==> config.mk <==
export PLATFORM = sky130hd
export DESIGN_NAME = traffic_cmd_arbiter
export DESIGN_NICKNAME = d
export VERILOG_FILES = /design/src/rtl/traffic_cmd_pkg.sv /design/src/rtl/rr_arbiter.sv /design/src/rtl/traffic_cmd_arbiter.sv
export SDC_FILE = /design/constraint.sdc
export NUM_CORES = 1
export LEC_CHECK = 0
export CAP_MARGIN = 20
export CORE_MARGIN = 4
export CORE_UTILIZATION = 41
export CTS_BUF_LIST = sky130_fd_sc_hd__clkbuf_4
export DETAILED_ROUTE_END_ITERATION = 16
export PLACE_DENSITY = 0.83
export SKIP_CTS_REPAIR_TIMING = 1
export SYNTH_ARGS = -nofsm -noshare
export SYNTH_HDL_FRONTEND = slang
export SYNTH_SLANG_ARGS = --single-unit
==> constraint.sdc <==
create_clock -name clk_i -period 3.22 [get_ports clk_i]
set_input_delay 0.483 -clock clk_i [delete_from_list [all_inputs] [get_ports clk_i]]
set_output_delay 0.483 -clock clk_i [all_outputs]
set_load 0.05 [all_outputs]
==> src/rtl/traffic_cmd_pkg.sv <==
`default_nettype none
// +----------------------------------------------------------------------+
// | Package  : traffic_cmd_pkg                                           |
// | Purpose  : Command codes, data width and arbiter FSM states shared   |
// |            between traffic_lights, its command arbiter and benches.  |
// | Revision : 1.0 - initial release                                     |
// +----------------------------------------------------------------------+
package traffic_cmd_pkg;

   localparam int TL_DATA_W = 16;

   typedef enum logic [2:0] {
      CMD_ON         = 3'b000,
      CMD_OFF        = 3'b001,
      CMD_NOTRANS    = 3'b010,
      CMD_SET_GREEN  = 3'b011,
      CMD_SET_RED    = 3'b100,
      CMD_SET_YELLOW = 3'b101
   } cmd_type_t;

   typedef enum logic [2:0] {
      IDLE      = 3'd0,
      S_NOTRANS = 3'd1,
      S_GREEN   = 3'd2,
      S_RED     = 3'd3,
      S_YELLOW  = 3'd4,
      S_ON      = 3'd5,
      S_OFF     = 3'd6,
      GAP       = 3'd7
   } tl_arb_state_t;

   // Command code driven while the FSM sits in a given state (0 when silent)
   function automatic cmd_type_t state_cmd(input tl_arb_state_t st);
      case (st)
         S_NOTRANS: state_cmd = CMD_NOTRANS;
         S_GREEN:   state_cmd = CMD_SET_GREEN;
         S_RED:     state_cmd = CMD_SET_RED;
         S_YELLOW:  state_cmd = CMD_SET_YELLOW;
         S_OFF:     state_cmd = CMD_OFF;
         default:   state_cmd = CMD_ON;
      endcase
   endfunction

endpackage
`default_nettype wire

==> src/rtl/rr_arbiter.sv <==
`default_nettype none
// +----------------------------------------------------------------------+
// | Module   : rr_arbiter                                                |
// | Purpose  : Combinational round-robin pick: first asserted request at |
// |            or after the pointer, wrapping. Pointer kept by parent.   |
// | Revision : 1.0 - initial release                                     |
// +----------------------------------------------------------------------+
module rr_arbiter #(
   parameter int N = 4
) (
   input  logic [N-1:0]         req_i,
   input  logic [$clog2(N)-1:0] ptr_i,
   output logic [N-1:0]         gnt_o,
   output logic [$clog2(N)-1:0] idx_o,
   output logic                 any_o
);

   localparam int IW = $clog2(N);

   logic [IW:0]   w_sum;
   logic [IW-1:0] w_pos;
   logic          w_found;

   // Walk N positions starting at the pointer; the first hit wins
   always_comb begin
      gnt_o   = '0;
      idx_o   = '0;
      w_found = 1'b0;
      w_sum   = '0;
      w_pos   = '0;
      for (int k = 0; k < N; k++) begin
         w_sum = {1'b0, ptr_i} + (IW+1)'(k);
         if (w_sum >= (IW+1)'(N)) begin
            w_sum = w_sum - (IW+1)'(N);
         end
         w_pos = w_sum[IW-1:0];
         if (!w_found && req_i[w_pos]) begin
            w_found      = 1'b1;
            gnt_o[w_pos] = 1'b1;
            idx_o        = w_pos;
         end
      end
      any_o = w_found;
   end

endmodule
`default_nettype wire

==> src/rtl/traffic_cmd_arbiter.sv <==
`default_nettype none
// +----------------------------------------------------------------------+
// | Module   : traffic_cmd_arbiter                                       |
// | Purpose  : Round-robin sharing of the traffic_lights command port;   |
// |            each granted transaction is replayed as a fixed burst.    |
// | Options  : TL_CMD_ZERO_REJECT_EN - reject config with a zero time.   |
// | Revision : 1.0 - initial release                                     |
// +----------------------------------------------------------------------+
module traffic_cmd_arbiter
   import traffic_cmd_pkg::*;
#(
   parameter int N_REQ      = 4,
   parameter int DATA_W     = TL_DATA_W,
   parameter int GAP_CYCLES = 2
) (
   input  logic                           clk_i,
   input  logic                           arstn_i,
   input  logic [N_REQ-1:0]               req_valid_i,
   output logic [N_REQ-1:0]               req_ready_o,
   input  logic [N_REQ-1:0]               req_off_i,
   input  logic [N_REQ-1:0][DATA_W-1:0]   req_green_ms_i,
   input  logic [N_REQ-1:0][DATA_W-1:0]   req_red_ms_i,
   input  logic [N_REQ-1:0][DATA_W-1:0]   req_yellow_ms_i,
   output logic [2:0]                     cmd_type_o,
   output logic                           cmd_valid_o,
   output logic [DATA_W-1:0]              cmd_data_o,
   output logic                           busy_o,
   output logic [$clog2(N_REQ)-1:0]       grant_id_o,
   output logic                           err_o
);

   localparam int            IW         = $clog2(N_REQ);
   localparam int            CW         = $clog2(GAP_CYCLES + 1);
   localparam logic [CW-1:0] c_gap_last = CW'(GAP_CYCLES - 1);
   localparam logic [IW-1:0] c_last_req = IW'(N_REQ - 1);

   tl_arb_state_t     r_state;
   tl_arb_state_t     w_state_nxt;
   logic [IW-1:0]     r_ptr;
   logic [IW-1:0]     r_gid;
   logic [DATA_W-1:0] r_green;
   logic [DATA_W-1:0] r_red;
   logic [DATA_W-1:0] r_yellow;
   logic [CW-1:0]     r_gap_cnt;
   logic              r_cmd_valid;
   cmd_type_t         r_cmd_type;
   logic [DATA_W-1:0] r_cmd_data;
   logic              w_cmd_valid_nxt;
   logic [DATA_W-1:0] w_cmd_data_nxt;

   logic [N_REQ-1:0]  w_gnt;
   logic [IW-1:0]     w_idx;
   logic              w_any;
   logic              w_grant;

   rr_arbiter #(.N(N_REQ)) u_rr (
      .req_i (req_valid_i),
      .ptr_i (r_ptr),
      .gnt_o (w_gnt),
      .idx_o (w_idx),
      .any_o (w_any)
   );

   // Grants only happen in IDLE and never while reset is applied
   assign w_grant     = w_any && (r_state == IDLE) && arstn_i;
   assign req_ready_o = w_gnt & {N_REQ{w_grant}};
   assign busy_o      = (r_state != IDLE);
   assign grant_id_o  = r_gid;
   assign cmd_valid_o = r_cmd_valid;
   assign cmd_type_o  = r_cmd_type;
   assign cmd_data_o  = r_cmd_data;

`ifdef TL_CMD_ZERO_REJECT_EN
   logic r_err;
   logic w_err_nxt;
   logic w_zero;

   // A config request with any zero time field is accepted but not issued
   assign w_zero = !req_off_i[w_idx] &&
                   ((req_green_ms_i[w_idx] == '0) ||
                    (req_red_ms_i[w_idx]   == '0) ||
                    (req_yellow_ms_i[w_idx] == '0));
   assign err_o  = r_err;
`else
   assign err_o  = 1'b0;
`endif

   // Next-state and next-output decode; outputs are registered from next state
   always_comb begin
      w_state_nxt = r_state;
`ifdef TL_CMD_ZERO_REJECT_EN
      w_err_nxt   = 1'b0;
`endif
      unique case (r_state)
         IDLE: begin
            if (w_grant) begin
               if (req_off_i[w_idx]) begin
                  w_state_nxt = S_OFF;
               end
`ifdef TL_CMD_ZERO_REJECT_EN
               else if (w_zero) begin
                  w_state_nxt = GAP;
                  w_err_nxt   = 1'b1;
               end
`endif
               else begin
                  w_state_nxt = S_NOTRANS;
               end
            end
         end
         S_NOTRANS: w_state_nxt = S_GREEN;
         S_GREEN:   w_state_nxt = S_RED;
         S_RED:     w_state_nxt = S_YELLOW;
         S_YELLOW:  w_state_nxt = S_ON;
         S_ON:      w_state_nxt = GAP;
         S_OFF:     w_state_nxt = GAP;
         GAP: begin
            if (r_gap_cnt == '0) begin
               w_state_nxt = IDLE;
            end
         end
         default:   w_state_nxt = IDLE;
      endcase

      w_cmd_valid_nxt = (w_state_nxt != IDLE) && (w_state_nxt != GAP);
      case (w_state_nxt)
         S_GREEN:  w_cmd_data_nxt = r_green;
         S_RED:    w_cmd_data_nxt = r_red;
         S_YELLOW: w_cmd_data_nxt = r_yellow;
         default:  w_cmd_data_nxt = '0;
      endcase
   end

   // FSM state register
   always_ff @(posedge clk_i or negedge arstn_i) begin
      if (!arstn_i) begin
         r_state <= IDLE;
      end else begin
         r_state <= w_state_nxt;
      end
   end

   // Grant bookkeeping: pointer advance, grant id and field capture
   always_ff @(posedge clk_i or negedge arstn_i) begin
      if (!arstn_i) begin
         r_ptr    <= '0;
         r_gid    <= '0;
         r_green  <= '0;
         r_red    <= '0;
         r_yellow <= '0;
      end else if (w_grant) begin
         r_ptr    <= (w_idx == c_last_req) ? '0 : w_idx + 1'b1;
         r_gid    <= w_idx;
         r_green  <= req_green_ms_i[w_idx];
         r_red    <= req_red_ms_i[w_idx];
         r_yellow <= req_yellow_ms_i[w_idx];
      end
   end

   // Gap length counter, loaded on GAP entry and counted down to zero
   always_ff @(posedge clk_i or negedge arstn_i) begin
      if (!arstn_i) begin
         r_gap_cnt <= '0;
      end else if ((w_state_nxt == GAP) && (r_state != GAP)) begin
         r_gap_cnt <= c_gap_last;
      end else if ((r_state == GAP) && (r_gap_cnt != '0)) begin
         r_gap_cnt <= r_gap_cnt - 1'b1;
      end
   end

   // Registered command outputs
   always_ff @(posedge clk_i or negedge arstn_i) begin
      if (!arstn_i) begin
         r_cmd_valid <= 1'b0;
         r_cmd_type  <= CMD_ON;
         r_cmd_data  <= '0;
      end else begin
         r_cmd_valid <= w_cmd_valid_nxt;
         r_cmd_type  <= state_cmd(w_state_nxt);
         r_cmd_data  <= w_cmd_data_nxt;
      end
   end

`ifdef TL_CMD_ZERO_REJECT_EN
   // One-cycle rejection pulse
   always_ff @(posedge clk_i or negedge arstn_i) begin
      if (!arstn_i) begin
         r_err <= 1'b0;
      end else begin
         r_err <= w_err_nxt;
      end
   end
`endif

endmodule
`default_nettype wire

==> flow_metrics.tcl <==
set metrics [dict create \
    tritoncts "yes" \
    floorplan.initialDensity_pct 42.5 \
    grt_max_degree 78 \
    ir_worst_vdd_v 0.000368 \
    antenna_left 0 \
    die-area_sq_um 12500 \
    finalWorstSetupSlack_ps 173 \
    antenna_found_initial 0 \
    drv_cap 0 \
    cts.sinks 77 \
    reg2reg_slack_ps 340 \
    synth_area_per_cell_sq_um 10.4 \
    multi_input_area_sq_um 2280 \
    first_pass_iters 9 \
    synth_edf_count 0 \
    drv_slew 0 \
    min_path_type "in -> async" \
    antenna_cells 0 \
    p_leak_nw 3.02 \
    worst_pin_slew_ps 970 \
    avgViaCountPerCell 5.75 \
    dp_slack_ps -28.4 \
    syn-cell-area_sq_um 4400 \
    area.growth.synth_to_final_pct 60.6 \
    cp.required_ps 2740 \
    fmax_mhz 328 \
    post-route-period-util_pct 94.6 \
    grt-ovfl-total 0 \
    yosysTopAreaCellShare_pct 43.8 \
    n_fill_cell 836 \
    rr_startpoint "r_ptr[1]" \
    hold_slack_ps 299 \
    place_hpwl_microns 11900 \
    power_per_cell_area_nw_per_um2 752 \
    ff_latch_area_sq_um 1930 \
    yosysWarnings 0 \
    grt_use_total_pct 23.5 \
    ys_ff_latch 77 \
    clk_pin_slew_ps 130 \
    grt_pass1_wl_microns 23500 \
    slew_headroom_pct 35.3 \
    path_max_fanout 5 \
    status "finished, final reports clean" \
    avgRoutedWirePerCell_microns 19.4 \
    async_flop_share_pct 100 \
    via_count 4517 \
    ys.flop_type "dfrtp_1" \
    dieHeight_microns 112 \
    arrival_ps 2560 \
    worst_setup_path_start_kind "flip-flop" \
    hold_violations 0 \
    final_nets 857 \
    crit_type "reg -> out" \
    rows 37 \
    clk_path_buf_depth 2 \
    finalSetupTns_ps 0 \
    synth_area_leaders "dfrtp_1 44%, mux2i_1 16%, a222oi_1 11%" \
    synth_largest_area_cell "dfrtp_1" \
    core_sq_um 10400 \
    r2r_end "r_green[1]" \
    htree_num_levels 3 \
    end_kind "output pin" \
    ff2ff_path_depth 9 \
    first_iter_violations 517 \
    grt_pass1_vias 4586 \
    synthCells 424 \
    setup_viol_count_final 0 \
    root_buffer "clkbuf_4" \
    seq_area_frac_synth_pct 43.8 \
    synth_nets 635 \
    totalWireLength_microns 15300 \
    final_core_util_pct 68.2 \
    io_buffer_count 228 \
    cts_made_buffers 9 \
    synth_cell_types 38 \
    io_pins 230 \
    finClkSkew_ps 18.0 \
    gp_congestion 0.896 \
    route.detailed.drc 0 \
    drive_above_1_share_pct 7.85 \
    clk-insertion-delay-late_ps 410 \
    fin_crit_ps 3050 \
    die_x_microns 112 \
]
-- cells in the mapped netlist (3+ instances only) --
cell / instances
a222oi_1: 47
dfrtp_1: 77
buf_4: 6
nand2_1: 9
nor3_1: 3
a21oi_1: 21
buf_6: 4
inv_1: 6
a22oi_1: 10
ha_1: 9
and3b_1: 3
o21ai_1: 22
clkbuf_1: 22
o22ai_1: 4
and2_1: 4
o21ai_0: 34
nor2_1: 40
nor2b_1: 4
mux2i_1: 70
nor3b_1: 4
-- worst max-delay path, cell delays in order (launching register included) --
cell and delay, ps:
dfrtp_1 370, inv_1 100, ha_1 380, mux4_2 380, a211oi_4 300, a22oi_1 140
o21ai_0 160, and2_1 200, buf_12 150
-- per-stage QoR --
step | power, mW | std cells | cell area [sq um]
final | 5.32 | 786 | 7070
after global routing | 5.66 | 786 | 7070
after CTS | 5.28 | 784 | 7040
after detailed placement | 4.72 | 769 | 6910
after global placement | 4.59 | 769 | 6910
after floorplan | 3.68 | 424 | 4400
-- state kept, by name, summed over array words and instances, names as in the netlist, 3 cells and up --
| signal | cells |
|---|---|
| cmd_data_o | 16 |
| r_green | 16 |
| r_red | 16 |
| r_yellow | 16 |
| cmd_type_o | 3 |
| r_state | 3 |
-- worst max path at each step --
| stage | start | endpoint | slack (ps) | cells after the start |
|---|---|---|---|---|
| finish | r_ptr[1] | req_ready_o[0] | 170 | 8 |
| global route | r_ptr[1] | req_ready_o[2] | -50 | 8 |
| CTS | r_ptr[0] | req_ready_o[0] | -120 | 8 |
| detailed placement | req_valid_i[1] | r_green[1] | -30 | 8 |
| global placement | req_valid_i[1] | r_red[2] | 70 | 8 |
| floorplan | r_ptr[0] | req_ready_o[0] | 320 | 8 |
-- kinds of logic after synthesis --
logic type	Yosys count	synth area share (%)
compound gates	146	23.2
flops	77	43.8
other cells	1	0.0852
fa+ha+maj	9	2.56
buf+inv	44	5.09
mux	74	17.4
simple gates	73	7.87
-- power breakdown --
| group | internal, mW | total, mW | switching (mW) |
|---|---|---|---|
| Combinational | 1.50 | 3.16 | 1.66 |
| Sequential | 1.36 | 1.58 | 0.228 |
| Clock | 0.233 | 0.571 | 0.338 |
| Total | 3.09 | 5.32 | 2.23 |
-- layout by cell type, fill, tap and decap left out, types with 2 or more instances in the layout --
cell type | synthesis | layout
a211o_1 | 2 | 2
a21oi_1 | 21 | 21
a222oi_1 | 47 | 47
a22oi_1 | 10 | 10
and2_1 | 4 | 4
and3b_1 | 3 | 2
buf_12 | 0 | 9
buf_4 | 6 | 16
clkbuf_4 | 1 | 9
clkdlybuf4s50_1 | 0 | 223
clkinv_2 | 0 | 2
clkinvlp_4 | 0 | 2
dfrtp_1 | 77 | 77
ha_1 | 9 | 9
inv_1 | 6 | 5
mux2_2 | 2 | 2
mux2i_1 | 70 | 70
mux4_2 | 2 | 2
nand2_1 | 9 | 9
nor2_1 | 40 | 40
nor2b_1 | 4 | 4
nor3_1 | 3 | 3
nor3b_1 | 4 | 4
o21ai_0 | 34 | 34
o21ai_1 | 22 | 22
o22ai_1 | 4 | 4
-- layer usage --
layer | vias up | track usage (%) | wire [microns]
met5 | - | 0 | 0
met4 | 0 | 8.68 | 359
li1 | 2096 | - | -
met3 | 24 | 5.27 | 1380
met1 | 2144 | 28.9 | 5780
met2 | 253 | 40.4 | 7760
-- layout make-up --
class                   instances  area share (%)
flip-flops and latches         77            27.3
multi-input cells             303            32.3
well taps                     136            2.41
clock buffers                   9           0.956
inverters                       7           0.372
repair buffers                248            35.8
clock inverters                 6           0.903
Power figures use the tool's default switching activity.
